==> config.mk <==
export PLATFORM = sky130hd
export DESIGN_NAME = fetch_ifid_stage_flat
export DESIGN_NICKNAME = d
export VERILOG_FILES = /design/src/rtl/fetch_ifid_stage_if.sv /design/src/rtl/fetch_ifid_stage.sv /design/src/flat_wrapper.sv
export SDC_FILE = /design/constraint.sdc
export NUM_CORES = 1
export LEC_CHECK = 0
export ABC_AREA = 1
export CORE_ASPECT_RATIO = 0.75
export CORE_MARGIN = 1.5
export CORE_UTILIZATION = 41
export CTS_BUF_LIST = sky130_fd_sc_hd__clkbuf_4 sky130_fd_sc_hd__clkbuf_8
export DETAILED_ROUTE_END_ITERATION = 10
export PLACE_DENSITY = 0.61
export SYNTH_ARGS = -nofsm -noshare
export SYNTH_HDL_FRONTEND = slang
export SYNTH_SLANG_ARGS = --single-unit
export TNS_END_PERCENT = 5
==> constraint.sdc <==
create_clock -name clk -period 5.61 [get_ports clk]
set_input_delay 0.561 -clock clk [delete_from_list [all_inputs] [get_ports clk]]
set_output_delay 0.561 -clock clk [all_outputs]
set_load 0.005 [all_outputs]
==> src/rtl/fetch_ifid_stage_if.sv <==
// Instruction-memory request/response channel between the fetch stage and imem.
interface fetch_ifid_stage_if;
    localparam int unsigned XLEN = 32;

    logic            imem_req;
    logic [XLEN-1:0] imem_addr;
    logic            imem_ready;
    logic [XLEN-1:0] imem_rdata;

    // Fetch stage issues requests and consumes responses.
    modport master (
        output imem_req,
        output imem_addr,
        input  imem_ready,
        input  imem_rdata
    );

    // Instruction memory answers requests.
    modport slave (
        input  imem_req,
        input  imem_addr,
        output imem_ready,
        output imem_rdata
    );
endinterface

==> src/rtl/fetch_ifid_stage.sv <==
// Instruction fetch stage with IF/ID pipeline register, one-word skid buffer
// for stalls, and a drain state that retires a request abandoned by a redirect.
module fetch_ifid_stage #(
    parameter logic [31:0] RESET_PC = 32'h0000_0000,
    parameter int unsigned PC_STEP  = 4
) (
    input  logic                clk,
    input  logic                rst,
    input  logic                stall,
    input  logic                redirect,
    input  logic [31:0]         redirect_pc,
    fetch_ifid_stage_if.master  imem,
    output logic [31:0]         instructionID,
    output logic [31:0]         pcID,
    output logic                validID
);
    localparam int unsigned XLEN = 32;
    localparam logic [XLEN-1:0] STEP = XLEN'(PC_STEP);

    typedef enum logic [1:0] {
        IDLE  = 2'd0,
        FETCH = 2'd1,
        DRAIN = 2'd2,
        FULL  = 2'd3
    } state_t;

    state_t          r_state,  w_state_nxt;
    logic [XLEN-1:0] r_pc,     w_pc_nxt;
    logic [XLEN-1:0] r_old_pc, w_old_pc_nxt;
    logic [XLEN-1:0] r_skid,   w_skid_nxt;
    logic [XLEN-1:0] r_skid_pc, w_skid_pc_nxt;
    logic [XLEN-1:0] r_instr,  w_instr_nxt;
    logic [XLEN-1:0] r_pc_id,  w_pc_id_nxt;
    logic            r_valid,  w_valid_nxt;
    logic            r_req,    w_req_nxt;
    logic [XLEN-1:0] r_addr,   w_addr_nxt;

    logic            w_ready;
    logic [XLEN-1:0] w_pc_inc;

    // A transfer completes only while a request is actually outstanding.
    assign w_ready  = r_req & imem.imem_ready;
    assign w_pc_inc = r_pc + STEP;

    // State and datapath registers; request outputs are registered from next state.
    always_ff @(posedge clk) begin
        if (rst) begin
            r_state   <= IDLE;
            r_pc      <= RESET_PC;
            r_old_pc  <= RESET_PC;
            r_skid    <= '0;
            r_skid_pc <= '0;
            r_instr   <= '0;
            r_pc_id   <= '0;
            r_valid   <= 1'b0;
            r_req     <= 1'b0;
            r_addr    <= RESET_PC;
        end else begin
            r_state   <= w_state_nxt;
            r_pc      <= w_pc_nxt;
            r_old_pc  <= w_old_pc_nxt;
            r_skid    <= w_skid_nxt;
            r_skid_pc <= w_skid_pc_nxt;
            r_instr   <= w_instr_nxt;
            r_pc_id   <= w_pc_id_nxt;
            r_valid   <= w_valid_nxt;
            r_req     <= w_req_nxt;
            r_addr    <= w_addr_nxt;
        end
    end

    // Next-state and datapath: redirect beats stall beats normal advance.
    always_comb begin
        w_state_nxt   = r_state;
        w_pc_nxt      = r_pc;
        w_old_pc_nxt  = r_old_pc;
        w_skid_nxt    = r_skid;
        w_skid_pc_nxt = r_skid_pc;
        w_instr_nxt   = r_instr;
        w_pc_id_nxt   = r_pc_id;
        w_valid_nxt   = r_valid;

        if (redirect) begin
            w_instr_nxt   = '0;
            w_valid_nxt   = 1'b0;
            w_pc_id_nxt   = '0;
            w_skid_nxt    = '0;
            w_skid_pc_nxt = '0;
            w_pc_nxt      = redirect_pc;
            // A pending request cannot be withdrawn; retire it in DRAIN.
            if (r_state == FETCH && !w_ready) begin
                w_old_pc_nxt = r_pc;
                w_state_nxt  = DRAIN;
            end else if (r_state == DRAIN && !w_ready) begin
                w_state_nxt  = DRAIN;
            end else begin
                w_state_nxt  = FETCH;
            end
        end else if (stall) begin
            unique case (r_state)
                IDLE:  w_state_nxt = FETCH;
                FETCH: begin
                    if (w_ready) begin
                        w_skid_nxt    = imem.imem_rdata;
                        w_skid_pc_nxt = w_pc_inc;
                        w_pc_nxt      = w_pc_inc;
                        w_state_nxt   = FULL;
                    end
                end
                DRAIN: begin
                    if (w_ready) begin
                        w_state_nxt = FETCH;
                    end
                end
                FULL:  w_state_nxt = FULL;
                default: w_state_nxt = IDLE;
            endcase
        end else begin
            unique case (r_state)
                FULL: begin
                    w_instr_nxt = r_skid;
                    w_pc_id_nxt = r_skid_pc;
                    w_valid_nxt = 1'b1;
                    w_state_nxt = FETCH;
                end
                FETCH: begin
                    if (w_ready) begin
                        w_instr_nxt = imem.imem_rdata;
                        w_pc_id_nxt = w_pc_inc;
                        w_valid_nxt = 1'b1;
                        w_pc_nxt    = w_pc_inc;
                    end else begin
                        w_instr_nxt = '0;
                        w_valid_nxt = 1'b0;
                    end
                end
                DRAIN: begin
                    w_instr_nxt = '0;
                    w_valid_nxt = 1'b0;
                    if (w_ready) begin
                        w_state_nxt = FETCH;
                    end
                end
                IDLE: begin
                    w_instr_nxt = '0;
                    w_valid_nxt = 1'b0;
                    w_state_nxt = FETCH;
                end
                default: w_state_nxt = IDLE;
            endcase
        end

        // DRAIN keeps presenting the abandoned address until it is accepted.
        w_req_nxt  = (w_state_nxt == FETCH) || (w_state_nxt == DRAIN);
        w_addr_nxt = (w_state_nxt == DRAIN) ? w_old_pc_nxt : w_pc_nxt;
    end

    assign imem.imem_req  = r_req;
    assign imem.imem_addr = r_addr;
    assign instructionID  = r_instr;
    assign pcID           = r_pc_id;
    assign validID        = r_valid;
endmodule
==> src/flat_wrapper.sv <==
// flat-port wrapper written by rule: the top's interface ports become plain ports
module fetch_ifid_stage_flat 
#(
    parameter logic [31:0] RESET_PC = 32'h0000_0000,
    parameter int unsigned PC_STEP  = 4
)
  (clk, rst, stall, redirect, redirect_pc, instructionID, pcID, validID, imem_imem_req, imem_imem_addr, imem_imem_ready, imem_imem_rdata);
  fetch_ifid_stage_if imem_i ();
  input  logic clk;
  input  logic rst;
  input  logic stall;
  input  logic redirect;
  input  logic [31:0] redirect_pc;
  output logic [31:0] instructionID;
  output logic [31:0] pcID;
  output logic validID;
  output wire logic [$bits(imem_i.imem_req)-1:0] imem_imem_req;
  output wire logic [$bits(imem_i.imem_addr)-1:0] imem_imem_addr;
  input wire logic [$bits(imem_i.imem_ready)-1:0] imem_imem_ready;
  input wire logic [$bits(imem_i.imem_rdata)-1:0] imem_imem_rdata;
  assign imem_imem_req = imem_i.imem_req;
  assign imem_imem_addr = imem_i.imem_addr;
  assign imem_i.imem_ready = imem_imem_ready;
  assign imem_i.imem_rdata = imem_imem_rdata;
  fetch_ifid_stage #(.RESET_PC(RESET_PC), .PC_STEP(PC_STEP)) u_core (.clk(clk), .rst(rst), .stall(stall), .redirect(redirect), .redirect_pc(redirect_pc), .imem(imem_i), .instructionID(instructionID), .pcID(pcID), .validID(validID));
endmodule
# Yosys cells after proc, flatten, opt, wreduce, memory -nomap -nowiden
# Index checks and enable logic that the tools add are counted.
# word_totals
elab_cells	50
register_bits	228
output_inout_bits	98
input_bits	69
# op_classes
add_sub_neg	1
bitwise	2
n_eq_ne	6
muxes	20
reduce_logical	11
# ops
cell	count
$mux 32	8
$pmux 32 s3	1
$pmux 32 s2	1
$add 32x3->32 const B	1
$mux 2	6
$pmux 2 s4	1
$eq 2x2->1 const B	3
$reduce_and 3->1	2
$reduce_or 2->1	3
$eq 2x1->1 const B	2
$pmux 2 s2	1
$pmux 1 s3	1
$logic_and 1x1->1	2
$logic_not 2->1	1
$ne 2x1->1 const B	1
$reduce_bool 2->1	1
$and 1x1->1	1
$logic_not 1->1	1
$logic_or 1x1->1	1
$mux 1	1
$not 1->1	1

# Logic depth before layout (Yosys ltp)
# depth
depth_word	8
depth_mapped	16
ltp_nobuf	13

# Worst setup path after synthesis
# OpenSTA, ideal clock, no wires.
# synth_path
path_type	register to register
start	register u_core.r_state[1]
end	register u_core.r_addr[13], in the netlist u_core.imem.imem_addr[13]
stages_incl_launch_ff	15
setup_ps	109
required_ps	5501
synth_period_minus_slack_ps	2153
path_buffers	3
slack_ps	3457
t_arrival_ps	2044
path_cell_list	dfxtp_1 inv_1 ha_1 buf_4 inv_2 buf_2 a21oi_1 o221ai_1 nand2_1 ha_1 inv_2 clkbuf_1 nand3_1 nand2_1 inv_1
# synth_via
elab_chain_len	7
word_cells_on_any_way	21
classes_between	eq/ne: 4; mux: 13; reduce/logical: 4
# synth_lines
item	line	source
from (decl)	fetch_ifid_stage.sv:27	state_t r_state, w_state_nxt;
from (signal assigned)	fetch_ifid_stage.sv:59	r_state <= w_state_nxt;
$eq 2x2->1 (tied with other cells)	fetch_ifid_stage.sv:100, fetch_ifid_stage.sv:119	
$reduce_or 2->1 (no line) / $logic_and 1x1->1 (equally long branches)	--	
$pmux 2 s2 / $mux 2 (equally long branches)	fetch_ifid_stage.sv:119, fetch_ifid_stage.sv:94	
$mux 2, on equally long branches	fetch_ifid_stage.sv:99, fetch_ifid_stage.sv:91	
$mux 2 *	fetch_ifid_stage.sv:83	if (redirect) begin
named net u_core.w_state_nxt[1]	fetch_ifid_stage.sv:27	
$eq 2x2->1 *	fetch_ifid_stage.sv:155	w_addr_nxt = (w_state_nxt == DRAIN) ? w_old_pc_nxt : w_pc_nxt;
$mux 32 *	fetch_ifid_stage.sv:155	
to (signal assigned)	fetch_ifid_stage.sv:68	r_addr <= w_addr_nxt;
to (decl)	fetch_ifid_stage.sv:36	logic [XLEN-1:0] r_addr, w_addr_nxt;
# The timed path passes the listed nets; every way through them passes the cells marked *.
# A chain may end at the register's enable or synchronous reset.

# Worst setup path after layout
# layout_path
start	register u_core.r_state[1]
end	register u_core.r_pc_id[5], in the netlist u_core.pcID[5]
# layout_via
elab_chain_len	3
word_cells_on_any_way	6
classes_between	eq/ne: 3; mux: 1; reduce/logical: 2
# layout_lines
item	line	source
$eq 2x1->1 / $eq 2x2->1 (equally long branches)	fetch_ifid_stage.sv:119	unique case (r_state)
$ne 2x1->1 (no line) / $reduce_bool 2->1 (equally long branches)	--	
$reduce_and 3->1 (no line)	--	
to (signal assigned)	fetch_ifid_stage.sv:65	r_pc_id <= w_pc_id_nxt;
to (decl)	fetch_ifid_stage.sv:33	logic [XLEN-1:0] r_pc_id, w_pc_id_nxt;
# Parallel ways exist; a longest one is shown, timed or not.

==> key figures <==
Drt
  • Final ANT Viol Nets: 0
  • Met3 WL: 1872 um
  • DR vias/cell: 4.981
  • Routed len/inst: 15.22 um
  • Drt first-iter violations: between 600 and 700
  • Routed WL: 29910 um
  • Met1 Wirelength: 15130 um
  • Vias: 9792
  • Post-route DRC violation count: 0
  • Top layer in use: met4
  • WL met2: between 10000 and 15000 um
  • Total iterations of the first detailed-routing run: 5

Die
  • Die Ht: 139.7 um
  • Full die area: 25870 um2
  • Core Rows: slightly below 50
  • Die width: 185.2 um
  • Core box area: 24220 um2
  • Starting density of the core: 42.16%
  • # IOs: between 150 and 200

Global route
  • Total track usage: 23.17%
  • Vias in the first global route: between 8000 and 9000
  • GRT Residual Overflow: 0
  • Largest net degree at the start of global routing: just over 100
  • First-pass GRT wire length: 47930 um
  • Antenna violations before repair: 0

Worst setup path
  • Crit-path max FO: 39
  • Worst Setup Start Kind: flop
  • Critical Path RT: a little over 6 ns
  • Setup CP Type: flop to flop
  • CP Capture Type: flop
  • WP data arrival: 4.11 ns

STA
  • Max frequency: about 270 MHz
  • Slew headroom: 24.48%
  • Finish-stage setup viols: 0
  • Minimum clock period: 3.681 ns
  • RSZ-0062 raised after global routing: no
  • Layout Skew: 0.01792 ns
  • Final cycle utilization of the critical path: 65.62%
  • Final Hold Viols: 0
  • Setup TNS: 0 ns
  • Slew @ Worst Pin: 1.129 ns
  • Count of pins over their slew limit: 0

Synthesis
  • Top post-synthesis cells by count: nand2_1, dfxtp_1, nor2_1
  • Synth async-reset ratio: 0%
  • Mean post-synth cell area: between 6 and 7 um2
  • Synth Net Count: 1559
  • Yosys cell types: 29
  • Synth area leader: dfxtp_1
  • Seq/Total Area, Yosys: 44.71%
  • EDFF count, synth: 0
  • Post-Synthesis Cell Area: 10210 um2
  • Cell count after synthesis: 1484
  • Top post-synthesis cells by area: dfxtp_1, nand2_1, a21oi_1
  • Yosys top cell area share: 44.71%
  • Cell with the most instances after synthesis: nand2_1
  • Dominant synthesized flop cell: dfxtp_1
  • Yosys warning total: 0
  • #FFs+latches synth: 228

Clock tree
  • Cts hold-fix bufs: 0
  • Worst-Skew Late Latency: about 0.53 ns
  • Htree depth: 2
  • Post-CTS setup buffer count: 0
  • Post_cts resized: 0
  • TritonCTS clock tree: done
  • Clock sinks: 228
  • TritonCTS Buffers: 39
  • Clk slew on worst S/H paths: 0.06 ns
  • Root buf cell: clkbuf_8
  • Clock Tree Buf Depth: 3

Place
  • Gpl congestion: about 0.9
  • Placed Area: 11970 um2
  • Final HPWL DP: about 19000 um
  • I/O Buffers: 166

Finish
  • Antenna fix cells: 0
  • Post-route cell area: ~13000 um2
  • Nets: 1683
  • Proportion of layout cells with a drive suffix above 1: between 6 and 7%
  • Layout area overhead: 25.49%

Pwr
  • Leak Pwr: between 0.005 and 0.006 uW
  • Power, Total: roughly 4000 uW
  • PwrDens: 306.9 nW/um2
  • VDD IR max: around 0.16 mV

Run status
  • Status: complete, no violations

Flow run
  • Max-Cap Viols: 0

Worst hold path
  • Worst Hold Class: flop to flop
[flip-flops by register name, indices dropped and copies added (netlist names)]
| name | count |
|---|---|
| u_core.r_skid_pc | 32 |
| u_core.r_state | 2 |
| u_core.r_old_pc | 32 |
| u_core.r_skid | 32 |
| u_core.imem.imem_addr | 32 |
| u_core.r_pc | 32 |
| u_core.instructionID | 32 |
| u_core.imem.imem_req | 1 |
| u_core.validID | 1 |
| u_core.pcID | 32 |
[layer usage]
layer  vias up  global-route usage (%)
li1       5017                       -
met1      4442                   35.90
met2       294                   33.12
met3        39                   3.821
met4         0                   5.092
met5         -                       0
[where the power goes]
| group | switching (uW) | leakage (uW) | internal (uW) |
|---|---|---|---|
| combinational | 331 | 0.00321 | 238 |
| sequential | 52.3 | 0.00186 | 1700 |
| clock | 680 | 0.000445 | 925 |
| total | 1060 | 0.00551 | 2870 |
[worst max-delay path, stage by stage (launching register included)]
cell	delay (ns)
dfxtp_1	0.38
inv_1	0.09
ha_1	0.19
buf_4	0.25
inv_2	0.58
nor2_2	0.12
nor2_2	0.10
buf_4	0.35
clkinv_1	0.80
a21oi_1	0.37
o21ai_0	0.14
o211ai_1	0.12
inv_1	0.05
[layout make-up]
cell class | instances | area, um2
Clock inverter | 6 | 61.31
Fill cell | 2344 | 11400
Tap cell | 331 | 414.1
Multi-Input combinational cell | 985 | 4593
Timing Repair Buffer | 177 | 1734
Inverter | 177 | 666.9
Sequential cell | 228 | 4564
Clock buffer | 62 | 778.2
[worst paths after layout]
kind / start / to / slack, ns / cells after the start
worst max register to register: u_core.r_state[1]$_SDFF_PP0_ / u_core.pcID[5]$_SDFFE_PP0P_ / 1.93 / 12
worst min register to register: u_core.r_skid_pc[1]$_SDFFE_PP0P_ / u_core.r_skid_pc[1]$_SDFFE_PP0P_ / 0.47 / 2
worst max-delay path: u_core.r_state[1]$_SDFF_PP0_ / u_core.pcID[5]$_SDFFE_PP0P_ / 1.93 / 12
worst min-delay path: u_core.r_skid_pc[1]$_SDFFE_PP0P_ / u_core.r_skid_pc[1]$_SDFFE_PP0P_ / 0.47 / 2
[cell usage in the layout (no fill, tap or decap), drive strengths merged]
cell type and instances:
nor2 211, bufinv 1, a311oi 1, buf 13, inv 174, nand3 97
o221ai 1, o211ai 8, clkdlybuf4s50 164, ha 6, nand2 262, o21ai 176
clkinvlp 1, dfxtp 228, mux2i 5, xor2 9, clkbuf 62, a31oi 6
nand3b 1, clkinv 7, a21oi 177, nand4 2, o21a 23
[metrics by stage]
stage	setup WS [ns]	util (%)	std cells	hold slack (ns)
floorplan	3.457	-	1484	0.4410
detailed placement	1.770	49.44	1898	0.4571
global placement	1.851	49.44	1898	0.4500
global route	1.638	52.91	1966	0.4866
CTS	1.997	52.91	1966	0.4663
finish	1.929	52.91	1966	0.4651
[cells by family (layout without fill, tap and decap cells)]
logic type	after synthesis	after routing	share of synthesized area (%)
XOR/XNOR	9	9	0.7721
AO/OA/AOI/OAI	392	392	20.16
AND/OR/NAND/NOR	573	573	22.68
multiplexers	5	5	0.4902
flip-flops	228	228	44.71
buffers and inverters	271	422	10.45
adder cells (fa/ha/maj)	6	6	0.7353
(Power assumes the default switching activity.)
